==> src/rtl/phase_avg_filter_if.sv <==
// Phase stream into the averaging filter and the smoothed result back out.
// The filter sits on the slave modport; the phase producer or bench uses master.
interface phase_avg_filter_if;
  logic [15:0] phase_in;
  logic        phase_in_vld;
  logic [15:0] phase_avg;
  logic        phase_avg_vld;
  logic        locked;
  logic [7:0]  reject_cnt;

  modport master (
    output phase_in, phase_in_vld,
    input  phase_avg, phase_avg_vld, locked, reject_cnt
  );

  modport slave (
    input  phase_in, phase_in_vld,
    output phase_avg, phase_avg_vld, locked, reject_cnt
  );
endinterface

==> src/rtl/phase_avg_filter.sv <==
// Block-averaging phase filter with outlier rejection and lock tracking.
// Define PHASE_AVG_ROUND_EN to round the average half toward +inf instead of flooring it.
module phase_avg_filter #(
  parameter int unsigned WIN_LOG2 = 4,
  parameter int unsigned JUMP_TH  = 2000,
  parameter int unsigned LOCK_CNT = 4
) (
  input  logic                 clk_1M,
  input  logic                 rst,
  input  logic                 en,
  phase_avg_filter_if.slave    bus
);

  localparam int unsigned ACC_W  = 16 + WIN_LOG2;
  localparam int unsigned CNT_W  = WIN_LOG2 + 1;
  localparam int unsigned RUN_W  = $clog2(LOCK_CNT + 1);
  localparam int unsigned DIFF_W = 18;
  localparam logic [CNT_W-1:0] WIN_LEN = CNT_W'(1 << WIN_LOG2);

  typedef enum logic [1:0] {IDLE, ACCUM, OUTPUT} state_t;

  state_t                   state_q, next_state;
  logic signed [ACC_W-1:0]  acc_q;
  logic [CNT_W-1:0]         count_q;
  logic [RUN_W-1:0]         stable_q;
  logic [RUN_W-1:0]         run_q;
  logic                     prev_valid_q;
  logic                     locked_q;
  logic [15:0]              phase_avg_q;
  logic                     phase_avg_vld_q;
  logic [7:0]               reject_cnt_q;

  logic signed [15:0]       mag;
  logic signed [15:0]       x_val;
  logic signed [15:0]       avg_val;
  logic                     sample;
  logic                     accept;
  logic                     reject_trip;
  logic                     win_stable;
  logic [RUN_W-1:0]         stable_inc;
`ifdef PHASE_AVG_ROUND_EN
  logic signed [ACC_W-1:0]  acc_rnd;
`endif

  function automatic logic [DIFF_W-1:0] abs_diff(input logic signed [15:0] a,
                                                 input logic signed [15:0] b);
    logic signed [DIFF_W-1:0] d;
    d = DIFF_W'(a) - DIFF_W'(b);
    return d[DIFF_W-1] ? -d : d;
  endfunction

  // Next state plus sign-magnitude conversion, accept test and window average
  always_comb begin
    next_state  = state_q;
    mag         = {1'b0, bus.phase_in[14:0]};
    x_val       = bus.phase_in[15] ? -mag : mag;
`ifdef PHASE_AVG_ROUND_EN
    acc_rnd     = acc_q + ACC_W'(1 << (WIN_LOG2 - 1));
    avg_val     = 16'(acc_rnd >>> WIN_LOG2);
`else
    avg_val     = 16'(acc_q >>> WIN_LOG2);
`endif
    sample      = en && (state_q == ACCUM) && bus.phase_in_vld && (count_q != WIN_LEN);
    accept      = !locked_q || (abs_diff(x_val, $signed(phase_avg_q)) <= DIFF_W'(JUMP_TH));
    reject_trip = sample && !accept && (run_q == RUN_W'(LOCK_CNT - 1));
    win_stable  = abs_diff(avg_val, $signed(phase_avg_q)) <= DIFF_W'(JUMP_TH);
    stable_inc  = (stable_q == RUN_W'(LOCK_CNT)) ? stable_q : stable_q + 1'b1;

    case (state_q)
      IDLE:    if (en) next_state = ACCUM;
      ACCUM:   if (count_q == WIN_LEN) next_state = OUTPUT;
      OUTPUT:  next_state = ACCUM;
      default: next_state = IDLE;
    endcase
    if (!en) next_state = IDLE;
  end

  always_ff @(posedge clk_1M) begin
    if (rst) state_q <= IDLE;
    else     state_q <= next_state;
  end

  // Accumulation, output registration, reject tracking and lock qualification
  always_ff @(posedge clk_1M) begin
    if (rst) begin
      acc_q           <= '0;
      count_q         <= '0;
      stable_q        <= '0;
      run_q           <= '0;
      prev_valid_q    <= 1'b0;
      locked_q        <= 1'b0;
      phase_avg_q     <= '0;
      phase_avg_vld_q <= 1'b0;
      reject_cnt_q    <= '0;
    end else if (!en) begin
      acc_q           <= '0;
      count_q         <= '0;
      stable_q        <= '0;
      run_q           <= '0;
      prev_valid_q    <= 1'b0;
      locked_q        <= 1'b0;
      phase_avg_vld_q <= 1'b0;
    end else begin
      phase_avg_vld_q <= 1'b0;
      if (state_q == OUTPUT) begin
        acc_q   <= '0;
        count_q <= '0;
      end
      if (next_state == OUTPUT) begin
        phase_avg_q     <= avg_val;
        phase_avg_vld_q <= 1'b1;
        if (!prev_valid_q) begin
          prev_valid_q <= 1'b1;
        end else if (win_stable) begin
          stable_q <= stable_inc;
          if (stable_inc == RUN_W'(LOCK_CNT)) locked_q <= 1'b1;
        end else begin
          stable_q <= '0;
        end
      end
      if (sample) begin
        if (accept) begin
          acc_q   <= acc_q + ACC_W'(x_val);
          count_q <= count_q + 1'b1;
          run_q   <= '0;
        end else if (reject_trip) begin
          // Sustained outliers: drop lock and restart the window from scratch
          locked_q     <= 1'b0;
          stable_q     <= '0;
          prev_valid_q <= 1'b0;
          acc_q        <= '0;
          count_q      <= '0;
          run_q        <= '0;
          reject_cnt_q <= '0;
        end else begin
          run_q <= run_q + 1'b1;
          if (reject_cnt_q != 8'hFF) reject_cnt_q <= reject_cnt_q + 1'b1;
        end
      end
    end
  end

  assign bus.phase_avg     = phase_avg_q;
  assign bus.phase_avg_vld = phase_avg_vld_q;
  assign bus.locked        = locked_q;
  assign bus.reject_cnt    = reject_cnt_q;

endmodule
==> src/flat_wrapper.sv <==
// flat-port wrapper written by rule: the top's interface ports become plain ports
module phase_avg_filter_flat 
#(
  parameter int unsigned WIN_LOG2 = 4,
  parameter int unsigned JUMP_TH  = 2000,
  parameter int unsigned LOCK_CNT = 4
)
  (clk_1M, rst, en, bus_phase_in, bus_phase_in_vld, bus_phase_avg, bus_phase_avg_vld, bus_locked, bus_reject_cnt);
  phase_avg_filter_if bus_i ();
  input  logic clk_1M;
  input  logic rst;
  input  logic en;
  input wire logic [$bits(bus_i.phase_in)-1:0] bus_phase_in;
  input wire logic [$bits(bus_i.phase_in_vld)-1:0] bus_phase_in_vld;
  output wire logic [$bits(bus_i.phase_avg)-1:0] bus_phase_avg;
  output wire logic [$bits(bus_i.phase_avg_vld)-1:0] bus_phase_avg_vld;
  output wire logic [$bits(bus_i.locked)-1:0] bus_locked;
  output wire logic [$bits(bus_i.reject_cnt)-1:0] bus_reject_cnt;
  assign bus_i.phase_in = bus_phase_in;
  assign bus_i.phase_in_vld = bus_phase_in_vld;
  assign bus_phase_avg = bus_i.phase_avg;
  assign bus_phase_avg_vld = bus_i.phase_avg_vld;
  assign bus_locked = bus_i.locked;
  assign bus_reject_cnt = bus_i.reject_cnt;
  phase_avg_filter #(.WIN_LOG2(WIN_LOG2), .JUMP_TH(JUMP_TH), .LOCK_CNT(LOCK_CNT)) u_core (.clk_1M(clk_1M), .rst(rst), .en(en), .bus(bus_i));
endmodule
==> config.mk <==
export PLATFORM = sky130hd
export DESIGN_NAME = phase_avg_filter_flat
export DESIGN_NICKNAME = d
export VERILOG_FILES = /design/src/rtl/phase_avg_filter_if.sv /design/src/rtl/phase_avg_filter.sv /design/src/flat_wrapper.sv
export SDC_FILE = /design/constraint.sdc
export NUM_CORES = 1
export LEC_CHECK = 0
export ABC_CLOCK_PERIOD_IN_PS = 11300
export CAP_MARGIN = 0
export CORE_MARGIN = 4
export CORE_UTILIZATION = 29
export CTS_CLUSTER_DIAMETER = 30
export CTS_CLUSTER_SIZE = 25
export DETAILED_ROUTE_END_ITERATION = 8
export HOLD_SLACK_MARGIN = 0.05
export SLEW_MARGIN = 25
export SYNTH_ARGS = -nofsm -noshare
export SYNTH_HDL_FRONTEND = slang
export SYNTH_SLANG_ARGS = --single-unit
==> constraint.sdc <==
create_clock -name clk_1M -period 11.3 [get_ports clk_1M]
set_clock_uncertainty 0.05 [all_clocks]
set_input_delay 3.39 -clock clk_1M [delete_from_list [all_inputs] [get_ports clk_1M]]
set_output_delay 3.39 -clock clk_1M [all_outputs]
set_load 0.05 [all_outputs]
==> qor.csv <==
stage;metric;value;unit
final_layout;final_cell_area;7280;µm²
final_layout;fillerInstances;2263;
critical_path;crit_arrival;9.09;ns
floorplan;coreArea;21100;µm²
cts;cts_setup_buffers;0;
synth;synth_nets;900;
sta;tightest_slew;0.834;ns
sta;finalSetupViolCount;0;
cts;holdBufCountCts;0;
cts;clock_latency;0.33;ns
synth;yosysWarnings;0;
sta;holdWs;0.392;ns
placed_design;placed_area;6980;µm²
final_layout;antenna_cells;0;
sta;finalHoldViolCount;0;
sta;fmax;112;MHz
drt;drc;0;
min_path;min_path_type;reg -> reg;
global_route;grt_pass1_wl;29.7;mm
floorplan;ios;46;
final_layout;final_nets;938;
sta;drv_slew;0;
sta;rsz0062_at_grt;no;
cts;clk_pin_slew;0.06;ns
run_status;status;finished clean;
synth;ys.flop_type;dfxtp_1;
global_route;antenna_found_initial;0;
synth;synth.distinct_cells;92;
drt;vias;6204;
critical_path;cp_max_fo;22;
critical_path;crit_path_cell_trace;clkdlybuf4s50_1, nor4_1, inv_1, nor3_1, nand2_1, or2_2, o21ai_0, xnor2_1, ha_1, mux2_2, a211oi_1, nand3_4, nor4_4, mux2_4, o31a_2, o21ai_2, buf_4, nand2_1, o32ai_1;
job;drv_cap;0;
drt;totalWireLength;18.1;mm
cts;postCtsResizedCells;0;
final_layout;fin_util;0.345;
critical_path;reg2reg_setup_slack;6.48;ns
critical_path;cp_slowest_stage_delay;0.62;ns
drt;postRouteAntennaNets;0;
floorplan;rows;53;
floorplan;die_w;155;µm
synth;synthArstFlopShare;0;
floorplan;initial_core_util;0.296;
final_layout;drive_gt1_frac;0.0719;
placed_design;port_buffers;45;
critical_path;required;11.49;ns
placed_design;hpwl;14.5;mm
cts;cts_tree;yes;
critical_path;slowest_stage;nor4_1;
final_layout;area_growth;16.5;%
sta;slew_headroom;0.444;
critical_path;critical_path_class;in -> reg;
critical_path;endpoint_kind;register;
sta;fin_crit;8.90;ns
global_route;grt_max_degree;23;
cts;root_buffer;clkbuf_16;
power;power_leakage;2.72;nW
global_route;grtUsageTotal;0.150;
synth;synth_seq_cells;60;
synth;seq_area_frac_synth;0.192;
placed_design;gp_congestion;0.910;
drt;drt_iter0_markers;432;
cts;h-tree-depth;3;
synth;synth_edf_count;0;
floorplan;die_y;155;µm
power;ir_worst_vdd;0.0000654;V
cts;cts-buffers-inserted;9;
drt;via_per_inst;5.46;
global_route;grt_pass1_vias;5845;
sta;setup_tns;0;ns
global_route;gr-total-overflow;0;
drt;routedWlPerCell;15.9;µm
power;p_per_area;96.8;nW/µm²
sta;fin_crit_sh;0.788;
critical_path;critPathMostFrequentCell;nand2_1;
critical_path;critPathLaunchType;input port;
cts;cts.path.max_buffers;2;
synth;avgSynthCellArea;7.63;µm²
floorplan;floorplan.die_area;23900;µm²
drt;drt-pass1-iter-count;5;
synth;synth_cells;819;
cts;cts_sinks;60;
synth;syn-cell-area;6250;µm²
[layout make-up]
cell class / count / area (µm²) / area share
clock inverters: 6 / 63.8 / 0.00877
well taps: 275 / 344 / 0.0473
flip-flops and latches: 60 / 1200 / 0.165
repair buffers: 51 / 503 / 0.0691
clock buffers: 10 / 229 / 0.0315
multi-input cells: 685 / 4750 / 0.653
inverters: 50 / 188 / 0.0258
[per-stage QoR]
step	total power, mW	setup WS (ns)	std cells
floorplan	0.384	3.49	819
global placement	0.432	2.01	1119
detailed placement	0.434	2.00	1121
CTS	0.708	2.32	1137
global route	0.745	1.90	1137
finish	0.704	2.40	1137
[per-layer routing]
metal	track usage	wire [µm]	up-vias	share of wire
met5	0	0	-	0
li1	-	-	3158	-
met2	0.250	8320	136	0.46
met1	0.197	8500	2878	0.47
met3	0.0179	697	32	0.039
met4	0.0639	561	0	0.031
[sequential cells by signal, indices dropped and copies added, names as in the netlist]
name                      count
u_core.bus.phase_avg_vld      1
u_core.stable_q               3
u_core.bus.phase_avg         16
u_core.prev_valid_q           1
u_core.run_q                  3
u_core.count_q                5
u_core.state_q                2
u_core.bus.reject_cnt         8
u_core.acc_q                 20
u_core.bus.locked             1
[critical path: cells and delay by family]
family	cells	cell delay, ns
compound gates	5	1.39
xor+xnor	1	0.13
buf+inv	3	0.86
fa+ha+maj	1	0.44
simple gates	7	2.14
mux	2	0.71
[logic make-up after synthesis]
group / share of synthesized area
AND/OR/NAND/NOR: 0.247
flip-flops: 0.192
XOR/XNOR: 0.0603
buffers and inverters: 0.0475
AO/OA/AOI/OAI: 0.306
adder cells (fa/ha/maj): 0.126
multiplexers: 0.0208
[cell usage after synthesis, types with 4 or more instances]
cell type  number  area [µm²]
nand2_1        84         315
a21oi_1        66         330
dfxtp_1        60        1200
ha_1           58         726
nor2_1         53         199
inv_1          50         188
o21ai_0        45         225
xnor2_1        25         219
nand3_1        24         120
nand2b_1       22         138
a31oi_1        19         119
nor3_1         18        90.1
xor2_1         18         158
clkbuf_1       17        63.8
a211oi_1       16         120
nor2b_1        16         100
o2bb2ai_1      14         123
or3_1          13        81.3
a21o_1         12        90.1
and3_1         11        68.8
o211ai_1        8        60.1
or2_2           8        50.1
mux2i_1         7        70.1
nor4_1          7        43.8
o21a_1          7        52.6
nand4_1         6        37.5
o21ai_1         6        30.0
o31ai_1         6        45.0
and2_1          5        31.3
nand4b_1        5        43.8
o32ai_1         5        43.8
a2111oi_0       4        35.0
a211oi_2        4        50.1
mux2_2          4        45.0
nand3b_1        4        30.0
o2111ai_1       4        35.0
o22ai_1         4        25.0
[report_power, final]
part           internal (mW)  switching (mW)
logic                 0.0858           0.130
clock network          0.170           0.102
registers              0.214         0.00255
total                  0.470           0.235
[final timing paths]
check | from | endpoint | depth (start not counted)
max reg2reg | u_core.bus.phase_avg[0] | u_core.acc_q[17] | 14
min reg2reg | u_core.state_q[0] | u_core.state_q[0] | 1
max | bus_phase_in[3] | u_core.acc_q[17] | 19
min | u_core.state_q[0] | u_core.state_q[0] | 1
[layout by cell type (no fill, tap or decap), drive strengths merged, types with 8 or more instances in the layout]
| master | instances |
|---|---|
| nand2 | 84 |
| a21oi | 67 |
| dfxtp | 60 |
| ha | 58 |
| nor2 | 53 |
| o21ai | 52 |
| inv | 51 |
| clkdlybuf4s50 | 45 |
| xnor2 | 25 |
| nand3 | 25 |
| nand2b | 22 |
| a211oi | 20 |
| a31oi | 19 |
| xor2 | 18 |
| nor3 | 18 |
| nor2b | 16 |
| a21o | 15 |
| o2bb2ai | 14 |
| or3 | 13 |
| and3 | 11 |
| clkbuf | 10 |
| or2 | 10 |
| o211ai | 8 |
| nor4 | 8 |
| o31ai | 8 |
Power figures use the tool's default switching activity.
